===== src/rtl/instr_fetch_unit_pkg.sv =====
// Shared constants and types for the instruction fetch unit.
// Polarity constants mirror the existing codebase so the PC register and this block agree.
package instr_fetch_unit_pkg;

    localparam int ADDR_W  = 32;
    localparam int INSTR_W = 32;

    localparam logic RESET_EN = 1'b0;
    localparam logic HOLD     = 1'b1;

    localparam logic [ADDR_W-1:0] PC_STEP = 32'd4;

    // Internal occupancy snapshot, exported so checkers can watch credit and drop accounting.
    typedef struct packed {
        logic [7:0] outst_cnt;
        logic [7:0] drop_cnt;
        logic [7:0] fifo_cnt;
    } ifu_dbg_t;

    // Sequential pc; wraps naturally modulo 2^32.
    function automatic logic [ADDR_W-1:0] pc_incr(input logic [ADDR_W-1:0] a);
        return a + PC_STEP;
    endfunction

endpackage


===== src/rtl/instr_fetch_unit_fetch_fifo.sv =====
// Synchronous FIFO with a synchronous clear and an occupancy count.
// Head data is presented combinationally; push when full and pop when empty are ignored.
module fetch_fifo
    import instr_fetch_unit_pkg::*;
#(
    parameter int W     = 32,
    parameter int DEPTH = 4
) (
    input  logic                         clk,
    input  logic                         rstn,
    input  logic                         clear,
    input  logic                         push,
    input  logic [W-1:0]                 push_data,
    input  logic                         pop,
    output logic [W-1:0]                 head,
    output logic [$clog2(DEPTH+1)-1:0]   count
);

    localparam int AW = (DEPTH > 1) ? $clog2(DEPTH) : 1;
    localparam int CW = $clog2(DEPTH + 1);

    logic [W-1:0]  mem [DEPTH];
    logic [AW-1:0] wr_ptr;
    logic [AW-1:0] rd_ptr;
    logic          do_push;
    logic          do_pop;

    function automatic logic [AW-1:0] bump(input logic [AW-1:0] p);
        return (p == AW'(DEPTH - 1)) ? '0 : p + AW'(1);
    endfunction

    assign do_push = push && (count != CW'(DEPTH));
    assign do_pop  = pop && (count != '0);

    // Clear shares the reset path: pointers and count collapse, stored words become don't-care.
    always_ff @(posedge clk) begin
        if (rstn == RESET_EN || clear) begin
            wr_ptr <= '0;
            rd_ptr <= '0;
            count  <= '0;
        end else begin
            if (do_push) wr_ptr <= bump(wr_ptr);
            if (do_pop)  rd_ptr <= bump(rd_ptr);
            case ({do_push, do_pop})
                2'b10:   count <= count + CW'(1);
                2'b01:   count <= count - CW'(1);
                default: count <= count;
            endcase
        end
    end

    always_ff @(posedge clk) begin
        if (do_push) mem[wr_ptr] <= push_data;
    end

    assign head = mem[rd_ptr];

endmodule


===== src/rtl/instr_fetch_unit.sv =====
// IF-stage controller: drives next_pc/hold to the PC register, issues imem fetches,
// tags in-order responses with their pc and buffers them for decode; flushes on redirect.
module instr_fetch_unit
    import instr_fetch_unit_pkg::*;
#(
    parameter int DEPTH     = 4,
    parameter int MAX_OUTST = 2
) (
    input  logic               clk,
    input  logic               rstn,
    input  logic [ADDR_W-1:0]  pc,
    output logic [ADDR_W-1:0]  next_pc,
    output logic               hold,
    input  logic               redirect_valid,
    input  logic [ADDR_W-1:0]  redirect_pc,
    output logic               imem_req_valid,
    output logic [ADDR_W-1:0]  imem_req_addr,
    input  logic               imem_req_ready,
    input  logic               imem_rsp_valid,
    input  logic [INSTR_W-1:0] imem_rsp_data,
    output logic               instr_valid,
    output logic [INSTR_W-1:0] instr,
    output logic [ADDR_W-1:0]  instr_pc,
    input  logic               instr_ready,
    output ifu_dbg_t           dbg
);

    // Handshakes: a transfer happens on a cycle where valid && ready at the rising edge.
    // valid never depends on ready; imem responses have no backpressure and arrive in order.

    localparam int FCW = $clog2(DEPTH + 1);
    localparam int OCW = $clog2(MAX_OUTST + 1);
    localparam int DCW = 8;

    logic [OCW-1:0]    outst_cnt;
    logic [FCW-1:0]    fifo_cnt;
    logic [DCW-1:0]    drop_cnt;
    logic [ADDR_W-1:0] tag_head;
    logic [7:0]        used;
    logic              credit_ok;
    logic              req_fire;
    logic              rsp_keep;
    logic              rsp_drop;
    logic              instr_pop;

    // The tag queue holds one pc per live (non-dropped) request, so its count is outst_cnt.
    assign used      = 8'(outst_cnt) + 8'(fifo_cnt);
    assign credit_ok = (used < 8'(DEPTH)) && (outst_cnt < OCW'(MAX_OUTST));

    assign imem_req_valid = credit_ok && !redirect_valid && (rstn != RESET_EN);
    assign imem_req_addr  = pc;
    assign req_fire       = imem_req_valid && imem_req_ready;

    assign hold    = (!redirect_valid && !req_fire) ? HOLD : ~HOLD;
    assign next_pc = redirect_valid ? redirect_pc : pc_incr(pc);

    assign rsp_drop  = imem_rsp_valid && (drop_cnt != '0);
    assign rsp_keep  = imem_rsp_valid && (drop_cnt == '0) && !redirect_valid;
    assign instr_valid = (fifo_cnt != '0);
    assign instr_pop   = instr_valid && instr_ready;

    // Every request still in memory becomes stale on redirect; a response arriving in
    // the redirect cycle itself retires one of them immediately.
    always_ff @(posedge clk) begin
        if (rstn == RESET_EN) begin
            drop_cnt <= '0;
        end else if (redirect_valid) begin
            drop_cnt <= drop_cnt + DCW'(outst_cnt) - DCW'(imem_rsp_valid);
        end else if (rsp_drop) begin
            drop_cnt <= drop_cnt - DCW'(1);
        end
    end

    fetch_fifo #(
        .W     (ADDR_W),
        .DEPTH (MAX_OUTST)
    ) u_tag_q (
        .clk       (clk),
        .rstn      (rstn),
        .clear     (redirect_valid),
        .push      (req_fire),
        .push_data (pc),
        .pop       (rsp_keep),
        .head      (tag_head),
        .count     (outst_cnt)
    );

    fetch_fifo #(
        .W     (ADDR_W + INSTR_W),
        .DEPTH (DEPTH)
    ) u_instr_q (
        .clk       (clk),
        .rstn      (rstn),
        .clear     (redirect_valid),
        .push      (rsp_keep),
        .push_data ({tag_head, imem_rsp_data}),
        .pop       (instr_pop),
        .head      ({instr_pc, instr}),
        .count     (fifo_cnt)
    );

    assign dbg = '{outst_cnt: 8'(outst_cnt), drop_cnt: drop_cnt, fifo_cnt: 8'(fifo_cnt)};

endmodule


===== config.mk =====
export PLATFORM = sky130hd
export DESIGN_NAME = instr_fetch_unit
export DESIGN_NICKNAME = d
export VERILOG_FILES = /design/src/rtl/instr_fetch_unit_pkg.sv /design/src/rtl/instr_fetch_unit_fetch_fifo.sv /design/src/rtl/instr_fetch_unit.sv
export SDC_FILE = /design/constraint.sdc
export NUM_CORES = 1
export LEC_CHECK = 0
export ABC_AREA = 1
export BUFFER_PORTS_ARGS = -buffer_cell sky130_fd_sc_hd__buf_4
export CAP_MARGIN = 0
export CORE_ASPECT_RATIO = 0.5
export CORE_MARGIN = 2
export CORE_UTILIZATION = 43
export DETAILED_ROUTE_END_ITERATION = 6
export HOLD_SLACK_MARGIN = 0.12
export PLACE_DENSITY = 0.7
export SKIP_CTS_REPAIR_TIMING = 1
export SYNTH_ARGS = -nofsm -noshare
export SYNTH_HDL_FRONTEND = slang
export SYNTH_SLANG_ARGS = --single-unit

===== constraint.sdc =====
create_clock -name clk -period 6.8 [get_ports clk]
set_clock_uncertainty 0.05 [all_clocks]
set_input_delay 0.34 -clock clk [delete_from_list [all_inputs] [get_ports clk]]
set_output_delay 0.34 -clock clk [all_outputs]
set_load 0.02 [all_outputs]

# == Yosys cells after proc, flatten, opt, wreduce, memory -nomap -nowiden ==
# Memory sizes are Yosys's and may differ from the RTL's. A register that Yosys moved wholly into a read port is not among the register bits.
# Index checks and enable logic that the tools add are counted.
# classes
n_addsub,13
n_lt_le_gt_ge,2
eq_ne,8
n_mux,18
n_bitwise,1
reduce_logical,23
# op_table
operator,n
"32-bit by 3-bit adder with 32-bit output, second input constant",1
32-bit 2-to-1 mux,1
8-bit 2-to-1 mux,2
1-bit logical AND,13
1-bit 2-to-1 mux,9
8-bit by 2-bit adder with 8-bit output,1
"2-bit equality test, second input constant",4
8-bit zero test,1
2-bit 2-to-1 mux,4
2-bit nonzero test,4
8-bit nonzero test,1
8-bit by 1-bit subtractor with 8-bit output,1
"8-bit by 1-bit subtractor with 8-bit output, second input constant",1
"2-bit by 1-bit adder with 2-bit output, second input constant",3
3-bit case mux with 2 select lines,1
2-bit by 3-bit adder with 4-bit output,1
"2-bit by 1-bit equality test with 1-bit output, second input constant",2
"4-bit by 3-bit less-than comparator with 1-bit output, second input constant",1
2-bit case mux with 2 select lines,1
"3-bit by 1-bit adder with 3-bit output, second input constant",1
"3-bit inequality test, second input constant",1
3-bit nonzero test,1
"3-bit by 1-bit subtractor with 3-bit output, second input constant",1
"1-bit adder, second input constant",2
other kinds (6),7
# word_totals
register_bits,19
mem_bits_rw,320
input_bits,102
out_inout_bits,155
wordCells,74
n_memories,2
# memory_table
name,depth,word_bits,rd,rd_ports_with_merged_regs,write_ports,line,source
u_instr_q.mem,4,64,1,1,1,instr_fetch_unit_fetch_fifo.sv:22,logic [W-1:0] mem [DEPTH];
u_tag_q.mem,2,32,1,1,1,instr_fetch_unit_fetch_fifo.sv:22,

# == Logic depth before layout (Yosys ltp) ==
# depth
word_depth,9
mapped_depth,12
mapped_depth_nobuf,12

# == Modules after synthesis ==
# From an unflattened synthesis, not the netlist that was laid out.
# unflattened
cells_unflattened,1293
hier_area_um2,15309.7
# by_module_without_submodules
mod,n_inst,cells_each,area_each_um2,seq_area_each_um2
fetch_fifo (u_instr_q),1,690,9997.1,7867.5
fetch_fifo (u_tag_q),1,135,2706.3,2021.9
instr_fetch_unit,1,468,2606.2,160.2

# == Worst setup path before layout ==
# No wires, ideal clock.
# synth_timing
path_type,reg2reg
startpoint,reg drop_cnt[3]
endpoint,mem u_instr_q.mem[0][0] in the netlist's numbering (enable)
setup_ns,0.487
arrival_time_ns,3.882
setup_slack_ns,2.381
path_stages_with_launch,7
path_buffers,0
synth_period_minus_slack_ns,4.419
path_cell_list,dfxtp_1 > inv_1 > ha_1 > nand2_1 > nor2_1 > nand4_2 > nor2_1
# synth_between
elab_chain_cells,6
# synth_lines
item,line,source
from (decl),instr_fetch_unit.sv:37,logic [DCW-1:0] drop_cnt;
from (signal assigned),instr_fetch_unit.sv:68,drop_cnt <= drop_cnt + DCW'(outst_cnt) - DCW'(imem_rsp_valid);
from (signal assigned),instr_fetch_unit.sv:70,drop_cnt <= drop_cnt - DCW'(1);
8-bit zero test,instr_fetch_unit.sv:58,assign rsp_keep = imem_rsp_valid && (drop_cnt == '0) && !redirect_valid;
1-bit logical AND (2 in series),instr_fetch_unit.sv:58,
1-bit logical AND,instr_fetch_unit_fetch_fifo.sv:32,assign do_push = push && (count != CW'(DEPTH));
1-bit 2-to-1 mux,instr_fetch_unit_fetch_fifo.sv:53,if (do_push) mem[wr_ptr] <= push_data;
1-bit 2-to-1 mux (not written as such),instr_fetch_unit_fetch_fifo.sv:53,
to (decl),instr_fetch_unit_fetch_fifo.sv:22,
# No other way between the ends.

# == Worst setup path after layout ==
# layout_timing
startpoint,reg drop_cnt[5]
endpoint,mem u_instr_q.mem[3][10] in the netlist's numbering (enable)
# Same word-level chain as after synthesis.

==> results by stage <==
Synthesis:
- The post-synthesis instance total is 1,268.
- By area, the combinational part of the netlist is dominated by simple AND/OR/NAND/NOR gates.
- The proportion of register bits with asynchronous set or reset after synthesis is 0.
- The mean instance size in the synthesized netlist is 11.7 um^2.
- The share of the Yosys chip area taken by registers is 0.675.
- The number of distinct library cells after synthesis is 38.
- The synthesized-area fraction occupied by ao, oa, aoi and oai cells was 0.0940.
- Of the total synthesized cell area, the portion taken by XOR and XNOR cells is 0.00882.
- The post-synthesis simple-gate area fraction is 0.119.
- Counting flops with a built-in enable in the synthesized netlist gives 320.
- The portion of synthesized area spent on multiplexers is 0.0242.
- Among all flip-flop cells after synthesis, the most frequent one is edfxtp_1.
- The synthesized netlist occupies a cell area of 14,900 um^2.
- The adder-cell area share of the yosys netlist is 0.0254.
- During synthesis, Yosys emitted a total of 0 warnings.
- The count of state elements after synthesis is 342.

Cells and area:
- The share of the core filled with cells is 0.543.
- At the end of the flow, the number of nets in the layout was 1,664.
- The fraction of final layout cells sized beyond drive strength 1 is 0.232.
- The number of antenna diodes in the final layout is 0.
- The top cell types in the final layout, fill and taps aside, are edfxtp_1 (320), buf_4 (255), nor2_1 (182).
- After filler insertion, the fill cell instance count of the layout stands at 2,833.
- The area of the multi-input gates is 4120 um^2.
- The most frequent standard cell in the layout excluding fill and tap cells is edfxtp_1.
- The layout overhead on the synthesized area is 24.9%.
- In the final layout, flip-flops and latches occupy 10,100 um^2.

STA:
- In this run the tightest slew margin relative to its limit is 0.232.
- At the pin with the least slew margin, the transition time is 1.15 ns.
- The worst-case hold slack is 0.171 ns.
- The post-route fraction of the period consumed by the critical path is 0.500.
- Setup violations remaining at the end of the flow were counted as 0.
- Adding up every negative setup slack in the final design gives 0 ns.
- The count of final max-slew check failures came to 0.
- The final number of hold-violating endpoints came to 0.
- Setup repair after global routing left no endpoint under its margin.
- Timing would allow up to 294 MHz.
- The final critical path time including I/O delays and setup is 3.40 ns.

Clock network:
- The CTS H-tree depth is 1.
- The clock slew at the register clock pins of the worst setup and hold paths is 0.07 ns.
- The clock sink count is 342.
- The longest clock path from root to sink contains 3 buffers.
- The clock latency on the worst-skew pair is 0.57 ns.
- The total clock buffers created by CTS is 30.
- TritonCTS built the clock tree.
- The cell at the root of the clock tree is clkbuf_16.

Global route:
- The global-route wire length before repair is 54.2 mm.
- Entering global routing, the biggest net connects 117 pins.
- The number of global-route vias before repair is 9,924.
- The remaining global-route overflow is 0.
- The initial antenna violation count is 0.
- For this run, the total global-route usage over all layers was measured as 0.192.

Worst setup path:
- The largest fanout on the critical path is 33.
- The startpoint kind of the worst setup timing path is a flip-flop.
- Traced cell by cell, the critical path runs through inv_1 > ha_1 > nand2_1 > nor2_1 > nand4_2 > nor2_4 > buf_4.
- The required time reported for the critical path endpoint is 6.96 ns.
- On the worst path, the slowest cell contributes a delay of 0.96 ns.
- The start-to-end type of the worst setup path is reg2reg.
- The register-to-register setup slack is 3.40 ns.
- The worst setup path is captured at a flip-flop.
- The slowest cell on the critical path is nor2_4.
- At the worst endpoint, the arrival time is 3.57 ns.

Power and ir drop:
- The portion of total power attributed to the clock network is 0.373.
- The cell leakage power is 0.00698 uW.
- VDD sags by at most 0.000189 V.
- The switching power summed over all nets is 1140 uW.
- Dividing total power by cell area gives a power density of 254 nW/um^2.
- The share of power burned in combinational logic is 0.129.
- The net switching fraction of the power is 0.241.
- The share of total power dissipated in sequential elements is 0.498.
- Internal power comes to 3580 uW.

Route:
- The remaining antenna violation count after routing is 0.
- The routed design has 36.5 mm of wire.
- The detailed router placed 10,400 vias in this run.
- In the final routed layout, each cell accounts on average for 18.0 um.
- The routed via count divided by cell count is 5.10.
- The detailed router finished its first iteration with 874 violations.
- The number of detailed-routing iterations run before antenna repair is 5.
- After detailed routing, the number of remaining DRC violations is 0.

Run:
- The max-cap violation count is 0.

Placed design:
- Routability-driven placement finished with a final weighted congestion of 1.01.
- The number of I/O port buffers is 245.
- Summed over all nets, the half-perimeter wirelength after detailed placement is 23.1 mm.

Floorplanning:
- The die is 136 um tall.
- The initial utilization of the core area, before any placement, comes to 0.434.
- The total I/O pin count is 257.
- The core region is 34,300 um^2.
- The die covers 36,200 um^2.
- The site row count is 48.
- The horizontal die dimension is 267 um.

Worst hold path:
- The type of the tightest min-delay check is in2reg.

Status:
- The run finished with clean final reports.
-- per-stage QoR --
| stage | std cells | setup slack (ns) | cell area, um^2 | total power, uW |
|---|---|---|---|---|
| after global routing | 2032 | 3.10 | 18600 | 4880 |
| final | 2032 | 3.40 | 18600 | 4720 |
| after global placement | 1910 | 3.39 | 16900 | 2950 |
| after detailed placement | 1910 | 3.30 | 16900 | 2970 |
| after floorplan | 1278 | 2.38 | 14900 | 2740 |
| after CTS | 1966 | 3.37 | 17900 | 4710 |
-- state kept, by name (all words and copies together) (netlist names), named ones only --
register,cells
drop_cnt,8
u_instr_q.count,3
u_tag_q.rd_ptr,1
u_tag_q.count,2
u_instr_q.wr_ptr,2
u_instr_q.rd_ptr,2
u_tag_q.wr_ptr,1
u_tag_q.mem,64
u_instr_q.mem,256
-- kinds of logic (layout without fill, tap and decap cells) --
kind of cell | Yosys count | in the layout
simple gates | 430 | 430
xor+xnor | 15 | 15
compound gates | 260 | 260
other cells | 1 | 11
buf+inv | 159 | 438
fa+ha+maj | 29 | 29
mux | 32 | 32
flops | 342 | 342
-- critical path: cells and delay by family, from the launching register on --
family / cells / cell delay [ns]
adders and majority gates: 1 / 0.22
DFF: 1 / 0.35
and+or+nand+nor: 4 / 1.63
buffers and inverters: 2 / 0.74
-- cells in the mapped netlist, types with 2 or more instances --
| cell | number | share of area |
|---|---|---|
| buf_4 | 44 | 0.022 |
| inv_1 | 56 | 0.014 |
| nand3_1 | 30 | 0.010 |
| nor2_1 | 188 | 0.047 |
| xnor2_1 | 8 | 0.0047 |
| a31oi_1 | 4 | 0.0017 |
| ha_1 | 27 | 0.023 |
| o21ai_1 | 5 | 0.0017 |
| nand3b_1 | 11 | 0.0055 |
| a21oi_1 | 22 | 0.0074 |
| o22ai_1 | 64 | 0.027 |
| nand2_1 | 181 | 0.046 |
| o21ai_0 | 161 | 0.054 |
| clkbuf_1 | 30 | 0.0076 |
| dfxtp_1 | 22 | 0.030 |
| nor2_2 | 4 | 0.0017 |
| nand2_2 | 4 | 0.0017 |
| inv_2 | 4 | 0.0010 |
| xor2_1 | 7 | 0.0041 |
| mux2_2 | 32 | 0.024 |
| nand3_2 | 2 | 0.0013 |
| edfxtp_1 | 320 | 0.65 |
| buf_2 | 22 | 0.0074 |
| nor3_1 | 2 | 0.00067 |
| nand4_1 | 2 | 0.00084 |
| nor2_4 | 3 | 0.0023 |
| fa_1 | 2 | 0.0027 |
-- routing by layer --
| metal | up-vias | track usage | part of all wire |
|---|---|---|---|
| met1 | 5031 | 0.254 | 0.42 |
| met3 | 61 | 0.0260 | 0.051 |
| li1 | 4958 | - | - |
| met5 | - | 0 | 0 |
| met2 | 321 | 0.334 | 0.51 |
| met4 | 0 | 0.0499 | 0.021 |
-- power groups by stage --
stage                     clock [uW]  combinational [uW]  sequential, uW
after floorplan                    0                 334            2410
after global placement             0                 562            2390
final                           1760                 609            2350
after detailed placement           0                 573            2390
after CTS                       1790                 576            2350
after global routing            1860                 667            2350
-- final cells by class --
type / count / area share
sequential: 342 / 0.540
multi-input combinational: 777 / 0.221
timing repair buffer: 321 / 0.138
clock buffer: 37 / 0.0418
tap: 475 / 0.0319
clock inverter: 19 / 0.0137
inverter: 61 / 0.0124
-- path summary, 6_finish.rpt --
| path | start | endpoint | cells after the start |
|---|---|---|---|
| setup / recovery | drop_cnt[5] | u_instr_q.mem[3][10] | 7 |
| hold / removal | imem_rsp_valid | flip-flop | 4 |
| hold reg to reg | u_tag_q.rd_ptr | flip-flop | 1 |
| setup reg to reg | drop_cnt[5] | u_instr_q.mem[3][10] | 7 |
(Power assumes the default switching activity.)
